File: src/rtl/imm_gen_pkg.sv
// Immediate generator shared types: format codes
// and the 5-bit major opcodes (instr[6:2]).
package imm_gen_pkg;

  typedef enum logic [2:0] {
    NONE = 3'd0,
    I    = 3'd1,
    S    = 3'd2,
    B    = 3'd3,
    U    = 3'd4,
    J    = 3'd5,
    SH   = 3'd6
  } imm_fmt_e;

  localparam logic [4:0] OPC_LUI    = 5'b01101;
  localparam logic [4:0] OPC_AUIPC  = 5'b00101;
  localparam logic [4:0] OPC_OPIMM  = 5'b00100;
  localparam logic [4:0] OPC_LOAD   = 5'b00000;
  localparam logic [4:0] OPC_STORE  = 5'b01000;
  localparam logic [4:0] OPC_JALR   = 5'b11001;
  localparam logic [4:0] OPC_JAL    = 5'b11011;
  localparam logic [4:0] OPC_BRANCH = 5'b11000;

endpackage

File: src/rtl/imm_gen_lane.sv
// Single-lane combinational immediate decoder:
// classifies one instruction and extends its immediate.
module imm_gen_lane
  import imm_gen_pkg::*;
#(
  parameter int XLEN = 32
) (
  input  logic [31:0]     instr,
  input  logic            lane_valid,
  input  logic            is_unsigned,
  output logic [XLEN-1:0] imm,
  output imm_fmt_e        fmt,
  output logic            illegal
);

  logic [4:0] op;
  logic [2:0] f3;
  logic       sx;

  assign op = instr[6:2];
  assign f3 = instr[14:12];
  assign sx = instr[31] & ~is_unsigned;

  // Fill the upper bits with the extension bit, then drop the field in.
  always_comb begin
    imm     = '0;
    fmt     = NONE;
    illegal = 1'b0;
    if (lane_valid) begin
      if (instr[1:0] != 2'b11) begin
        illegal = 1'b1;
      end else begin
        unique case (op)
          OPC_LUI, OPC_AUIPC: begin
            fmt       = U;
            imm       = {XLEN{instr[31]}};
            imm[31:0] = {instr[31:12], 12'b0};
          end
          OPC_OPIMM: begin
            if (f3 == 3'b001 || f3 == 3'b101) begin
              fmt = SH;
              if (XLEN == 64) imm[5:0] = instr[25:20];
              else imm[4:0] = instr[24:20];
            end else begin
              fmt       = I;
              imm       = {XLEN{sx}};
              imm[11:0] = instr[31:20];
            end
          end
          OPC_LOAD, OPC_JALR: begin
            fmt       = I;
            imm       = {XLEN{sx}};
            imm[11:0] = instr[31:20];
          end
          OPC_STORE: begin
            fmt       = S;
            imm       = {XLEN{sx}};
            imm[11:0] = {instr[31:25], instr[11:7]};
          end
          OPC_BRANCH: begin
            fmt       = B;
            imm       = {XLEN{sx}};
            imm[12:0] = {instr[31], instr[7],
                         instr[30:25], instr[11:8], 1'b0};
          end
          OPC_JAL: begin
            fmt       = J;
            imm       = {XLEN{instr[31]}};
            imm[20:0] = {instr[31], instr[19:12],
                         instr[20], instr[30:21], 1'b0};
          end
          default: illegal = 1'b1;
        endcase
      end
    end
  end

endmodule

File: src/rtl/imm_gen_pipe.sv
// Multi-lane pipelined immediate generator with valid/ready output stage.
// Define IMMGEN_SKID_EN for a one-entry skid buffer and registered in_ready.
module imm_gen_pipe
  import imm_gen_pkg::*;
#(
  parameter int LANES = 2,
  parameter int XLEN  = 32
) (
  input  logic                  clk,
  input  logic                  rst,
  input  logic                  flush,
  input  logic                  in_valid,
  output logic                  in_ready,
  input  logic [LANES*32-1:0]   in_instr,
  input  logic [LANES-1:0]      in_lane_valid,
  input  logic [LANES-1:0]      in_unsigned,
  output logic                  out_valid,
  input  logic                  out_ready,
  output logic [LANES*XLEN-1:0] out_imm,
  output logic [LANES*3-1:0]    out_fmt,
  output logic [LANES-1:0]      out_lane_valid,
  output logic [LANES-1:0]      out_illegal
);

  logic [LANES*XLEN-1:0] d_imm;
  logic [LANES*3-1:0]    d_fmt;
  logic [LANES-1:0]      d_ill;
  imm_fmt_e              lane_fmt [LANES];

  for (genvar g = 0; g < LANES; g++) begin : g_lane
    imm_gen_lane #(.XLEN(XLEN)) u_lane (
      .instr       (in_instr[g*32 +: 32]),
      .lane_valid  (in_lane_valid[g]),
      .is_unsigned (in_unsigned[g]),
      .imm         (d_imm[g*XLEN +: XLEN]),
      .fmt         (lane_fmt[g]),
      .illegal     (d_ill[g])
    );
    assign d_fmt[g*3 +: 3] = lane_fmt[g];
  end

  // Holds in_ready low until the first edge after reset release.
  logic run_q;
  always_ff @(posedge clk or posedge rst) begin
    if (rst) run_q <= 1'b0;
    else     run_q <= 1'b1;
  end

  logic accept;
  assign accept = in_valid && in_ready;

`ifdef IMMGEN_SKID_EN
  logic                  skid_full;
  logic [LANES*XLEN-1:0] s_imm;
  logic [LANES*3-1:0]    s_fmt;
  logic [LANES-1:0]      s_lv;
  logic [LANES-1:0]      s_ill;
  logic                  load_out;

  assign in_ready = run_q && !flush && !skid_full;
  assign load_out = !out_valid || out_ready;

  always_ff @(posedge clk or posedge rst) begin
    if (rst) begin
      out_valid      <= 1'b0;
      out_imm        <= '0;
      out_fmt        <= '0;
      out_lane_valid <= '0;
      out_illegal    <= '0;
      skid_full      <= 1'b0;
      s_imm          <= '0;
      s_fmt          <= '0;
      s_lv           <= '0;
      s_ill          <= '0;
    end else if (flush) begin
      out_valid <= 1'b0;
      skid_full <= 1'b0;
    end else if (load_out) begin
      if (skid_full) begin
        out_valid      <= 1'b1;
        out_imm        <= s_imm;
        out_fmt        <= s_fmt;
        out_lane_valid <= s_lv;
        out_illegal    <= s_ill;
        skid_full      <= 1'b0;
      end else if (accept) begin
        out_valid      <= 1'b1;
        out_imm        <= d_imm;
        out_fmt        <= d_fmt;
        out_lane_valid <= in_lane_valid;
        out_illegal    <= d_ill;
      end else begin
        out_valid <= 1'b0;
      end
    end else if (accept) begin
      s_imm     <= d_imm;
      s_fmt     <= d_fmt;
      s_lv      <= in_lane_valid;
      s_ill     <= d_ill;
      skid_full <= 1'b1;
    end
  end
`else
  assign in_ready = run_q && !flush && (!out_valid || out_ready);

  always_ff @(posedge clk or posedge rst) begin
    if (rst) begin
      out_valid      <= 1'b0;
      out_imm        <= '0;
      out_fmt        <= '0;
      out_lane_valid <= '0;
      out_illegal    <= '0;
    end else if (flush) begin
      out_valid <= 1'b0;
    end else if (accept) begin
      out_valid      <= 1'b1;
      out_imm        <= d_imm;
      out_fmt        <= d_fmt;
      out_lane_valid <= in_lane_valid;
      out_illegal    <= d_ill;
    end else if (out_ready) begin
      out_valid <= 1'b0;
    end
  end
`endif

endmodule
File: config.mk
export PLATFORM = sky130hd
export DESIGN_NAME = imm_gen_pipe
export DESIGN_NICKNAME = d
export VERILOG_FILES = /design/src/rtl/imm_gen_pkg.sv /design/src/rtl/imm_gen_lane.sv /design/src/rtl/imm_gen_pipe.sv
export SDC_FILE = /design/constraint.sdc
export NUM_CORES = 1
export LEC_CHECK = 0
export ABC_AREA = 0
export ABC_CLOCK_PERIOD_IN_PS = 3750
export CORE_AREA = 4 4 119 121
export DETAILED_ROUTE_END_ITERATION = 10
export DIE_AREA = 0 0 123 125
export PLACE_DENSITY = 0.67
export SLEW_MARGIN = 10
export SYNTH_ARGS = -nofsm -noshare
export SYNTH_HDL_FRONTEND = slang
export SYNTH_SLANG_ARGS = --single-unit
File: constraint.sdc
create_clock -name clk -period 3.75 [get_ports clk]
set_input_delay 0.9375 -clock clk [delete_from_list [all_inputs] [get_ports clk]]
set_output_delay 0.9375 -clock clk [all_outputs]
set_load 0.005 [all_outputs]
; Word level (Yosys, flattened, before mapping)
; Index checks and enable logic that the tools add are counted.
; W data, S select, Z words.
[classes]
n_mul = 0
bitwise_logic = 5
order_cmp = 0
div = 0
shift = 0
reduce_logical = 18
n_mux = 25
eq_ne = 20
add_sub_neg = 0
[ops]
columns = cell, count
row1 = $pmux W32 S6, 2
row2 = $mux W32, 4
row3 = $mux W27, 2
row4 = $pmux W3 S6, 2
row5 = $eq A5 B5 Y1 const B, 6
row6 = $eq A5 B3 Y1 const B, 4
row7 = $eq A5 B4 Y1 const B, 4
row8 = $mux W3, 6
row9 = $reduce_or A8 Y1, 2
row10 = $logic_not A5 Y1, 2
row11 = $mux W1, 9
row12 = $reduce_or A2 Y1, 4
row13 = $eq A3 B1 Y1 const B, 2
row14 = $eq A3 B3 Y1 const B, 2
row15 = $ne A2 B2 Y1 const B, 2
row16 = $logic_and A1 B1 Y1, 3
row17 = $logic_or A1 B1 Y1, 3
row18 = $not A1 Y1, 3
row19 = $reduce_bool A3 Y1, 1
row20 = $and A1 B1 Y1, 2
row21 = $logic_not A1 Y1, 2
row22 = $reduce_and A2 Y1, 1
[word_totals]
latchBits = 0
register_bits = 76
word_cells = 74
out_inout_bits = 76
n_memories = 0
in_bits = 73
mem_bits_rw = 0
mem_bits_ro = 0

; Logic depth before layout (Yosys ltp)
[logic_depth]
depth_word = 6
ltp_mapped = 7
ltp_nobuf = 5

; Hierarchy
; A second synthesis with hierarchy kept.
[hier_totals]
hier_cells = 406
area_unflattened_um2 = 4444.3
[by_module_without_submodules]
columns = module, cells_per_inst, instances, area_each_um2, seq_area_each_um2
row1 = imm_gen_pipe, 164, 1, 3055.4, 1901.8
row2 = imm_gen_lane, 121, 2, 694.4, 0.0

; Least setup slack after synthesis
; Ideal clock, no wire load.
[synth_timing]
kind = input port to flip-flop
startpoint = input port in_instr[3]
endpoint = register out_imm[20]
setup_time_ps = 75
path_buffers = 2
stages = 7
slack_ps = 1309
arrival_time_ps = 2366
t_required_ps = 3675
path_cell_list = buf_6 nor4_2 nand3_2 a311oi_4 buf_6 nor2_2 o21ai_2
[synth_between]
elab_chain_cells = 5
elab_cells_between_ends = 13
cone_classes = eq/ne (7) / mux (3) / reduce/logical (3)
[synth_rtl]
columns = element, line
row1 = start: declaration, imm_gen_pipe.sv:14  ; input logic [LANES*32-1:0] in_instr,
row2 = $eq A5 B5 Y1 (tied with other cells), imm_gen_lane.sv:33  ; unique case (op)
row3 = $reduce_or A2 Y1, n/a
row4 = $pmux W32 S6 (*), imm_gen_lane.sv:33
row5 = $mux W32 (*), imm_gen_lane.sv:30  ; if (instr[1:0] != 2'b11) begin
row6 = $mux W32 (*), imm_gen_lane.sv:29  ; if (lane_valid) begin
row7 = end signal: assignment, imm_gen_pipe.sv:117  ; out_imm <= d_imm;
row8 = end: declaration, imm_gen_pipe.sv:19  ; output logic [LANES*XLEN-1:0] out_imm,
; Every way passes the cells marked *; elsewhere a longest branch is shown, timed or not.
; A chain may end at the register's enable or synchronous reset.

; Worst setup path in the final report
[layout_timing]
startpoint = input port flush
endpoint = output port in_ready
[layout_between]
elab_chain_cells = 3
[layout_rtl]
columns = element, line
row1 = start: declaration, imm_gen_pipe.sv:11  ; input logic flush,
row2 = $logic_not A1 Y1, imm_gen_pipe.sv:104  ; assign in_ready = run_q && !flush && (!out_valid || out_ready);
row3 = $logic_and A1 B1 Y1 (2 in series), imm_gen_pipe.sv:104
row4 = end: declaration, imm_gen_pipe.sv:13  ; output logic in_ready,
; Every way passes these cells.

==> flow_summary.toml <==
[outcome]
outcome = "complete, no violations"

[critical_path]
crit_fanout = 3
cp-end-kind = "primary output"
startpoint_type = "input pin"
cp_top_family = "buffers and inverters"
required_ns = 2.81
path_class = "input pin to primary output"
arrival_ns = 2.17
cp_common_cell = "clkdlybuf4s50_1"
r2r_setup_slack_ns = 1.60
max_stage_delay_ns = 0.51
path_buf_inv = 2
path_cells = "clkdlybuf4s50_1 > nand2b_1 > nor2_1 > clkdlybuf4s50_1"
cp_slowest_cell = "clkdlybuf4s50_1"

[clock_network]
cts_hold_repair.buffers = 0
cts_buffers = 9
ctsLongestPathBuffers = 2
cts_sinks = 76
ctsResizeCount = 0
clk_pin_slew_ns = 0.06
cts_tree = "done"
clk_latency_ns = 0.34
htree_levels = 3
cts_setup_buffers = 0
root_buffer = "clkbuf_16"

[pwr]
total_leakage_power_nw = 2.494
switching_power_mw = 0.4512
p_seq_share_pct = 41.8
p_per_area_nw_per_um2 = 349.8
internal_power_mw = 1.560
ir_drop_uv = 185.7
power_frac_comb_pct = 11.8
p_total_mw = 2.011
p_sw_share_pct = 22.43
pwr-share-clk_pct = 46.3

[synth]
seq_area_frac_synth_pct = 51.11
synth_edf_count = 0
synth_top_family_by_area = "compound AO/OA/AOI/OAI gates"
synth_fp_nets = 463
synthXorXnorAreaFrac_pct = 0
synth_cells = 390
yosys_warnings = 0
syn_area_per_cell_um2 = 9.541
synth-compound-area-share_pct = 25.15
synth_top_area_share_pct = 51.11
synth_cell_types = 53
ys.flop_type = "dfrtp_1"
netlist_top_cells_area = "dfrtp_1 51%, nand2_1 8.8%, o21ai_0 4.2%"
synth-seq-cells = 76
synthSimpleGateAreaFrac_pct = 19.87
muxShareOfSynthArea_pct = 0
synth_area_um2 = 3721
synthAdderAreaFrac_pct = 0
synth_top_area_cell = "dfrtp_1"
synth-async-reset-ratio_pct = 100.0

[timing]
min_period_ns = 3.111
max_freq_mhz = 321.4
grt_setup_unrepaired = "no"
tns_ns = 0
slew_headroom_pct = 48.11
worst_pin_slew_ns = 0.7768
slew_viol_final = 0
setup_viol = 0
hold_viol = 0
finalCritPeriodShare_pct = 82.96
clock_skew_ns = 0.007179

[detailed_routing]
drc = 0
viasPerCell = 4.962
wirelength_um = 11970
avgRoutedWirePerCell_um = 16.64
drtPass1Iterations = 4
drt-initial-drc-count = 273
postRouteAntennaNets = 0
vias = 3568

[die]
initial_core_util_pct = 28.44
io_pins = 149
die_area_um2 = 15380
std_cell_rows = 42
fp.coreArea_um2 = 13090
chipWidth_um = 123
die_y_um = 125

[placement]
io_buffers = 148
dp_cells = 703
dp_hpwl_um = 9099
gp_congestion = 0.8658

[finish]
diodes = 0
instances_no_fill = 719
drive_above_1_share_pct = 10.87
nNetsFinal = 611
syn_to_final_growth_pct = 54.54

[global_route]
grt_start_max_net_pins = 41
grt_pass1_vias = 3616
grt.overflow.total = 0
antenna_found_initial = 0
grt_pass1_wl_um = 18710
grtUsageTotal_pct = 15.36

[run]
maxCapViolCount = 0

[min_path]
hold_class = "register to register"
placed cells by master (no fill, tap or decap), drive strengths merged, types with 3 or more instances in the layout:
master and n:
a211oi 3, a21o 7, a21oi 24, a221o 12, a22o 12, a22oi 9, a31oi 3, and3 4
and3b 4, buf 14, clkbuf 12, clkdlybuf4s50 148, dfrtp 76, inv 4, nand2 87, nand2b 4
nand3 6, nor2 21, nor2b 7, nor4b 3, o21a 3, o21ai 45, or2 3
cell usage after synthesis, types with 5 or more instances:
cell type / instances
a21oi_1: 23
nor2b_1: 7
o21ai_0: 31
a22oi_1: 9
nand3_1: 5
nand2_1: 87
o21ai_2: 10
a221o_1: 12
dfrtp_1: 76
nor2_2: 11
clkbuf_1: 16
a22o_1: 12
inv_1: 5
a21o_1: 7
nor2_1: 10
sequential cells by signal, summed over array words and instances (netlist names):
name / flops
out_fmt: 6
out_illegal: 2
out_imm: 64
out_lane_valid: 2
out_valid: 1
run_q: 1
power groups by stage:
stage	Clock, mW	Sequential [mW]	Combinational, mW
floorplan	0	0.856	0.0906
global placement	0	0.856	0.234
detailed placement	0	0.856	0.240
CTS	0.957	0.841	0.241
global route	0.996	0.842	0.261
finish	0.932	0.841	0.238
routing by layer:
layer / part of all wire [%] / global-route usage [%] / vias up
met3: 8.4 / 4.652 / 19
met4: 1.7 / 4.886 / 0
met2: 47 / 24.54 / 135
met5: 0 / 0 / -
li1: - / - / 1694
met1: 43 / 19.92 / 1720
final timing paths:
kind | start | end | cells after the start
max in group asynchronous | rst | out_imm[28] | 3
worst max-delay path | flush | in_ready | 4
min in group asynchronous | rst | run_q | 2
worst min-delay path | out_lane_valid[0] | out_lane_valid[0] | 2
worst max register to register | out_valid | out_imm[56] | 5
worst min register to register | out_lane_valid[0] | out_lane_valid[0] | 2
cells by family (layout without fill, tap and decap cells):
kind of cell / after synthesis / after routing
and+or+nand+nor: 151 / 151
DFF: 76 / 76
other: 1 / 1
AOI/OAI and AO/OA: 132 / 132
buffers and inverters: 30 / 183
tightest hold or removal path, delay by kind of cell, from the launching register on:
family	cells	cell delay [ns]
DFF	1	0.34
and+or+nand+nor	2	0.11
final cells by class:
class / count / area [um2]
Fill cell: 1252 / 7335
Sequential cell: 76 / 1902
Multi-Input combinational cell: 284 / 1690
Timing Repair Buffer: 162 / 1599
Clock buffer: 12 / 246.5
Tap cell: 176 / 220.2
Clock inverter: 4 / 72.57
Inverter: 5 / 20.02
per-stage QoR:
step	instance area (um2)	setup WS (ns)	hold WS, ns	util, %
floorplan	3721	0.8742	0.4699	-
CTS	5751	0.6280	0.4864	43.95
global placement	5431	0.5213	0.4624	41.51
detailed placement	5431	0.4991	0.4622	41.51
global route	5751	0.5593	0.5018	43.95
finish	5751	0.6390	0.4795	43.95
(Power assumes the default switching activity.)
